[src/rtl/mem_write_tracer.sv]
`default_nettype none
// ============================================================================
// Module   : mem_write_tracer
// Purpose  : Snoops the data-memory write port and records qualifying
//            {addr,data} writes into a DEPTH-entry show-ahead FIFO. Capture
//            is gated by an IDLE/CAPTURE/FROZEN state machine. The FIFO
//            drains over a valid/ready interface. Writes lost to a full FIFO
//            are counted with a saturating counter and a sticky flag.
// Ports    :
//   clk            in   system clock, rising edge
//   reset          in   synchronous, active-high
//   wr_en_i        in   data-memory write strobe
//   wr_addr_i      in   [ADDR_W]  write address
//   wr_data_i      in   [DATA_W]  write data
//   arm_i          in   pulse: start/resume capture
//   clear_i        in   pulse: flush FIFO, zero counters, go IDLE
//   stop_en_i      in   1: a write to stop_addr_i ends capture
//   stop_addr_i    in   [ADDR_W]  address that freezes capture
//   out_valid_o    out  FIFO head valid
//   out_ready_i    in   consumer accepts head
//   out_data_o     out  [ADDR_W+DATA_W] head entry, addr in MSBs
//   level_o        out  [$clog2(DEPTH+1)] entries held
//   drop_count_o   out  [CNT_W] qualifying writes lost, saturating
//   overflow_o     out  sticky: at least one drop since clear/reset
//   state_o        out  [2] 00 IDLE, 01 CAPTURE, 10 FROZEN
// Revision : 1.0 - initial release
// ============================================================================
module mem_write_tracer #(
    parameter int ADDR_W      = 16,
    parameter int DATA_W      = 24,
    parameter int DEPTH       = 16,
    parameter int FILTER_ZERO = 1,
    parameter int CNT_W       = 16
) (
    input  logic                         clk,
    input  logic                         reset,
    input  logic                         wr_en_i,
    input  logic [ADDR_W-1:0]            wr_addr_i,
    input  logic [DATA_W-1:0]            wr_data_i,
    input  logic                         arm_i,
    input  logic                         clear_i,
    input  logic                         stop_en_i,
    input  logic [ADDR_W-1:0]            stop_addr_i,
    output logic                         out_valid_o,
    input  logic                         out_ready_i,
    output logic [ADDR_W+DATA_W-1:0]     out_data_o,
    output logic [$clog2(DEPTH+1)-1:0]   level_o,
    output logic [CNT_W-1:0]             drop_count_o,
    output logic                         overflow_o,
    output logic [1:0]                   state_o
);

    localparam int PTR_W   = $clog2(DEPTH);
    localparam int LVL_W   = $clog2(DEPTH+1);
    localparam int ENTRY_W = ADDR_W + DATA_W;

    localparam logic [LVL_W-1:0] LVL_FULL = LVL_W'(DEPTH);
    localparam logic [CNT_W-1:0] CNT_MAX  = '1;

    typedef enum logic [1:0] {
        ST_IDLE    = 2'b00,
        ST_CAPTURE = 2'b01,
        ST_FROZEN  = 2'b10
    } state_t;

    // ------------------------------------------------------------------
    // Registered state
    // ------------------------------------------------------------------
    state_t               state_q;
    logic [PTR_W-1:0]     wr_ptr_q;
    logic [PTR_W-1:0]     rd_ptr_q;
    logic [LVL_W-1:0]     level_q;
    logic [ENTRY_W-1:0]   out_data_q;
    logic [CNT_W-1:0]     drop_q;
    logic                 overflow_q;
    logic [ENTRY_W-1:0]   mem_q [DEPTH];

    // Next-state values
    logic [PTR_W-1:0]     wr_ptr_d;
    logic [PTR_W-1:0]     rd_ptr_d;
    logic [LVL_W-1:0]     level_d;
    logic [ENTRY_W-1:0]   out_data_d;
    logic [CNT_W-1:0]     drop_d;
    logic                 overflow_d;

    // ------------------------------------------------------------------
    // Write qualification
    // ------------------------------------------------------------------
    logic                 w_pass;
    logic                 w_qual;
    logic                 w_stop_hit;
    logic                 w_full;
    logic                 w_pop;
    logic                 w_push;
    logic                 w_drop;
    logic [ENTRY_W-1:0]   w_entry;

    generate
        if (FILTER_ZERO != 0) begin : g_filter_zero
            // Writes with a zero address or zero data are treated as noise.
            assign w_pass = (wr_addr_i != '0) && (wr_data_i != '0);
        end else begin : g_filter_none
            assign w_pass = 1'b1;
        end
    endgenerate

    assign w_qual     = wr_en_i && (state_q == ST_CAPTURE) && w_pass;
    assign w_stop_hit = w_qual && stop_en_i && (wr_addr_i == stop_addr_i);
    assign w_entry    = {wr_addr_i, wr_data_i};

    // Full/empty come from level so pointer equality is never ambiguous.
    assign w_full  = (level_q == LVL_FULL);
    assign w_pop   = out_valid_o && out_ready_i;
    // A full FIFO still accepts a push when the head leaves in the same cycle.
    assign w_push  = w_qual && (!w_full || w_pop);
    assign w_drop  = w_qual && w_full && !w_pop;

    // ------------------------------------------------------------------
    // FIFO next-state
    // ------------------------------------------------------------------
    always_comb begin
        wr_ptr_d   = wr_ptr_q;
        rd_ptr_d   = rd_ptr_q;
        level_d    = level_q;
        out_data_d = out_data_q;
        drop_d     = drop_q;
        overflow_d = overflow_q;

        if (w_push) begin
            wr_ptr_d = wr_ptr_q + PTR_W'(1);
        end
        if (w_pop) begin
            rd_ptr_d = rd_ptr_q + PTR_W'(1);
        end

        case ({w_push, w_pop})
            2'b10:   level_d = level_q + LVL_W'(1);
            2'b01:   level_d = level_q - LVL_W'(1);
            default: level_d = level_q;
        endcase

        // out_data is a registered copy of the next head. When the next head
        // is the entry being pushed this cycle, the RAM does not hold it yet,
        // so forward it from the write port. An empty FIFO keeps the last
        // value shown.
        if (level_d != '0) begin
            if (w_push && (rd_ptr_d == wr_ptr_q)) begin
                out_data_d = w_entry;
            end else begin
                out_data_d = mem_q[rd_ptr_d];
            end
        end

        if (w_drop) begin
            overflow_d = 1'b1;
            if (drop_q != CNT_MAX) begin
                drop_d = drop_q + CNT_W'(1);
            end
        end
    end

    // ------------------------------------------------------------------
    // Storage array (no reset needed: contents are qualified by level)
    // ------------------------------------------------------------------
    always_ff @(posedge clk) begin
        if (w_push) begin
            mem_q[wr_ptr_q] <= w_entry;
        end
    end

    // ------------------------------------------------------------------
    // Control registers and capture state machine
    // ------------------------------------------------------------------
    always_ff @(posedge clk) begin
        if (reset || clear_i) begin
            // clear takes priority over arm arriving in the same cycle
            state_q    <= ST_IDLE;
            wr_ptr_q   <= '0;
            rd_ptr_q   <= '0;
            level_q    <= '0;
            out_data_q <= '0;
            drop_q     <= '0;
            overflow_q <= 1'b0;
        end else begin
            wr_ptr_q   <= wr_ptr_d;
            rd_ptr_q   <= rd_ptr_d;
            level_q    <= level_d;
            out_data_q <= out_data_d;
            drop_q     <= drop_d;
            overflow_q <= overflow_d;

            case (state_q)
                ST_IDLE: begin
                    if (arm_i) begin
                        state_q <= ST_CAPTURE;
                    end
                end
                ST_CAPTURE: begin
                    // The stopping write itself is still recorded above.
                    if (w_stop_hit) begin
                        state_q <= ST_FROZEN;
                    end
                end
                ST_FROZEN: begin
                    // Resume without flushing the captured entries.
                    if (arm_i) begin
                        state_q <= ST_CAPTURE;
                    end
                end
                default: begin
                    state_q <= ST_IDLE;
                end
            endcase
        end
    end

    // ------------------------------------------------------------------
    // Outputs (all derived from registers only)
    // ------------------------------------------------------------------
    assign out_valid_o  = (level_q != '0);
    assign out_data_o   = out_data_q;
    assign level_o      = level_q;
    assign drop_count_o = drop_q;
    assign overflow_o   = overflow_q;
    assign state_o      = state_q;

endmodule
`default_nettype wire

[config.mk]
export PLATFORM = sky130hd
export DESIGN_NAME = mem_write_tracer
export DESIGN_NICKNAME = d
export VERILOG_FILES = /design/src/rtl/mem_write_tracer.sv
export SDC_FILE = /design/constraint.sdc
export NUM_CORES = 1
export LEC_CHECK = 0
export BUFFER_PORTS_ARGS = -buffer_cell sky130_fd_sc_hd__buf_2
export CAP_MARGIN = 20
export CORE_AREA = 8 8 300 302
export DETAILED_ROUTE_END_ITERATION = 12
export DIE_AREA = 0 0 308 310
export HOLD_SLACK_MARGIN = 0.12
export PLACE_DENSITY_LB_ADDON = 0.08
export SLEW_MARGIN = 0
export SYNTH_ARGS = -nofsm -noshare
export SYNTH_HDL_FRONTEND = slang
export SYNTH_SLANG_ARGS = --single-unit
[constraint.sdc]
create_clock -name clk -period 7.2 [get_ports clk]
set_clock_uncertainty 0.1 [all_clocks]
set_input_delay 1.08 -clock clk [delete_from_list [all_inputs] [get_ports clk]]
set_output_delay 1.08 -clock clk [all_outputs]
set_load 0.02 [all_outputs]
==> metrics.csv <==
stage,metric,value,unit
drt,DR iter-0 viols,2839,
clock_tree,Post-CTS Resized,0,
logic_synthesis,"Cell Area, Synth",0.0337,sq mm
floorplanning,row count,108,
worst_setup_path,R2R cell count,11,
worst_setup_path,crit-path max FO,40,
drt,# DRC,0,
sta,Final Setup Violations,0,
floorplanning,Die Wd,308,um
pwr,static leakage,0.0126,uW
worst_setup_path,crit start category,input pin,
pwr,worst vdd ir,0.151,mV
clock_tree,Clock Tree Buf Depth,3,
floorplanning,Core ar.,0.0857,sq mm
floorplanning,die area,0.0955,sq mm
logic_synthesis,fraction of registers with async set/reset,0,%
run_status,status,"finished, final reports clean",
clock_tree,CTS Root Cell,clkbuf_16,
logic_synthesis,"Distinct cells, synth",61,
sta,Final Max Slew Viols,0,
clock_tree,CTS tree,done,
placed_design,DP HPWL,60.3,mm
floorplanning,io pins,128,
clock_tree,Clock transition at path regs,0.05,ns
grt,largest net degree at the start of global routing,227,
sta,relative slew slack,15.7,%
worst_setup_path,critical path required time,7.63,ns
grt,aggregate global-route resource usage,23.9,%
drt,Total Wirelength,118,mm
floorplanning,Initial Util,39.3,%
grt,initial antenna violation count,9,
logic_synthesis,synth warn,0,
logic_synthesis,post-synthesis sequential area ratio,61.3,%
sta,Fmax,187,MHz
grt,GRT overflow,0,
logic_synthesis,Syn Area/Cell,13.1,sq um
floorplanning,die height,310,um
clock_tree,number of post-CTS setup repair buffers,0,
placed_design,IO Port Bufs,127,
drt,Routed Antenna Nets,0,
worst_hold_path,worst hold path type,register to register,
logic_synthesis,Post-Syn Instances,2564,
worst_setup_path,CP Class,input pin to register,
sta,Tcrit/Tclk final,74.3,%
sta,Final Hold Viols,0,
clock_tree,worst skew pair latency,0.62,ns
logic_synthesis,commonest cells in the netlist,"640 x edfxtp_1, 206 x a21oi_1, 183 x clkbuf_1, 168 x nor3_1, 146 x o211ai_1",
layout,P&R area growth vs syn,13.7,%
drt,via count,24900,
sta,Tightest Pin Transition,1.27,ns
worst_setup_path,CP endpoint kind,register,
clock_tree,# clock sinks,712,
grt,vias in the first global route,24900,
logic_synthesis,largest area contributor in the netlist,edfxtp_1,
drt,TritonRoute pass-1 iters,8,
sta,unrepaired setup endpoints after global routing,false,
pwr,Cell Pwr Density,229,mW/mm^2
clock_tree,hold-fix buffers at CTS,0,
sta,Final min period,5.35,ns
logic_synthesis,most common flop cell mapped by yosys,edfxtp_1,
sta,setup TNS,0,ns
worst_setup_path,slack of the worst reg-to-reg path,2.33,ns
run,maxcap violations,0,
clock_tree,CTS H-tree lvls,3,
logic_synthesis,most common cell in the netlist,edfxtp_1,
logic_synthesis,Synth Register Bits,712,
drt,Via density,6.50,
placed_design,pre-CTS setup slack,1.23,ns
worst_hold_path,Hold Path Depth,2,
layout,layout cells sized above 1,18.9,%
logic_synthesis,top cell type's share of synthesized area,57.0,%
grt,first-pass GRT wire length,169,mm
layout,fin nets,2673,
placed_design,routability-driven placement congestion ratio,0.786,
logic_synthesis,"EDFF count, synth",640,
worst_setup_path,crit path DAT,5.78,ns
sta,setup ws final,1.85,ns
drt,Wirelength per Cell,30.8,um
clock_tree,CTS buffer count,81,
logic_synthesis,largest cells by area after synthesis,"edfxtp_1 57%, mux4_2 5.2%, dfxtp_1 4.3%",
logic_synthesis,"Net Count, Synth",2637,
==> routing by layer <==
layer / global-route usage (%) / vias to the layer above / part of all wire, %
li1: - / 10500 / -
met2: 37.5 / 1320 / 46
met4: 9.97 / 4 / 3.4
met3: 4.09 / 294 / 8.1
met1: 32.9 / 12800 / 43
met5: 0 / - / 0.023
==> cell type report <==
type / count / area [sq um]
sequential: 712 / 20700
tap: 1155 / 1450
antenna: 4 / 10.0
inverter: 85 / 319
multi-input combinational: 1533 / 12000
timing repair buffer: 187 / 1310
clock inverter: 36 / 246
fill: 7585 / 47400
clock buffer: 114 / 2270
==> critical path, stage by stage <==
cell and delay (ns):
buf_2 0.21, nor4_2 0.84, and4_1 0.41, a211oi_1 0.20
nor2_1 0.38, ha_1 0.30, a21o_1 0.18, a21oi_1 0.17
xnor2_1 0.10, or4b_2 0.65, a41oi_1 0.35, a21o_2 0.17
buf_12 0.34, a21oi_1 0.10, a211oi_2 0.23
==> kinds of logic (layout without fill, tap and decap cells) <==
logic type,after synthesis,after routing,synth area share (%)
fa+ha+maj,10,10,0.394
compound gates,925,925,20.2
buf+inv,319,422,3.82
flops,712,712,61.3
xor+xnor,42,42,1.22
simple gates,460,460,7.25
other cells,0,4,0
mux,96,96,5.78
==> stage by stage <==
| step | power (uW) | utilization (%) | hold slack (ns) | instances | instance area [sq um] |
|---|---|---|---|---|---|
| floorplan | 4750 | - | 0.435 | 2564 | 33700 |
| CTS | 8860 | 44.7 | 0.398 | 3821 | 38300 |
| global placement | 4890 | 41.7 | 0.363 | 3670 | 35800 |
| global route | 9020 | 44.7 | 0.422 | 3825 | 38300 |
| finish | 8770 | 44.7 | 0.387 | 3826 | 38300 |
| detailed placement | 4900 | 41.8 | 0.391 | 3671 | 35800 |
==> where the power goes <==
group	internal [uW]	switching (uW)
clock network	2270	1690
registers	4510	8.91
logic	86.6	211
==> placed cells by master (no fill, tap or decap), types with 12 or more instances in the layout <==
cell type and n:
a21oi_1 203, a211oi_1 138, o211ai_1 146, dfxtp_1 70
clkbuf_16 85, inv_1 85, clkinv_1 12, clkinv_2 15
nor2_1 78, a221oi_1 52, nor2_4 14, buf_4 42
nor2b_1 75, buf_12 18, o22ai_1 43, a21o_1 75
edfxtp_1 640, xnor2_1 31, mux4_2 78, clkbuf_1 26
a221oi_2 27, buf_2 127, a2111oi_0 75, or4_1 39
o21ai_0 80, nand3_1 14, nor3_1 164, a211oi_2 49
nand2_1 22
==> state kept, by name (all words and copies together), names as in the netlist <==
register	cells
rd_ptr_q	4
drop_count_o	16
level_o	5
out_data_o	40
overflow_o	1
state_o	2
wr_ptr_q	4
mem_q	640
==> worst paths after layout <==
path,from,to
max,wr_data_i[1],out_data_o[25]$_SDFFE_PP0P_
min,state_o[1]$_SDFFE_PP0P_,state_o[1]$_SDFFE_PP0P_
min reg2reg,state_o[1]$_SDFFE_PP0P_,state_o[1]$_SDFFE_PP0P_
max reg2reg,rd_ptr_q[1]$_SDFF_PP0_,out_data_o[26]$_SDFFE_PP0P_
Note: power is estimated with default switching activity, not from simulation.
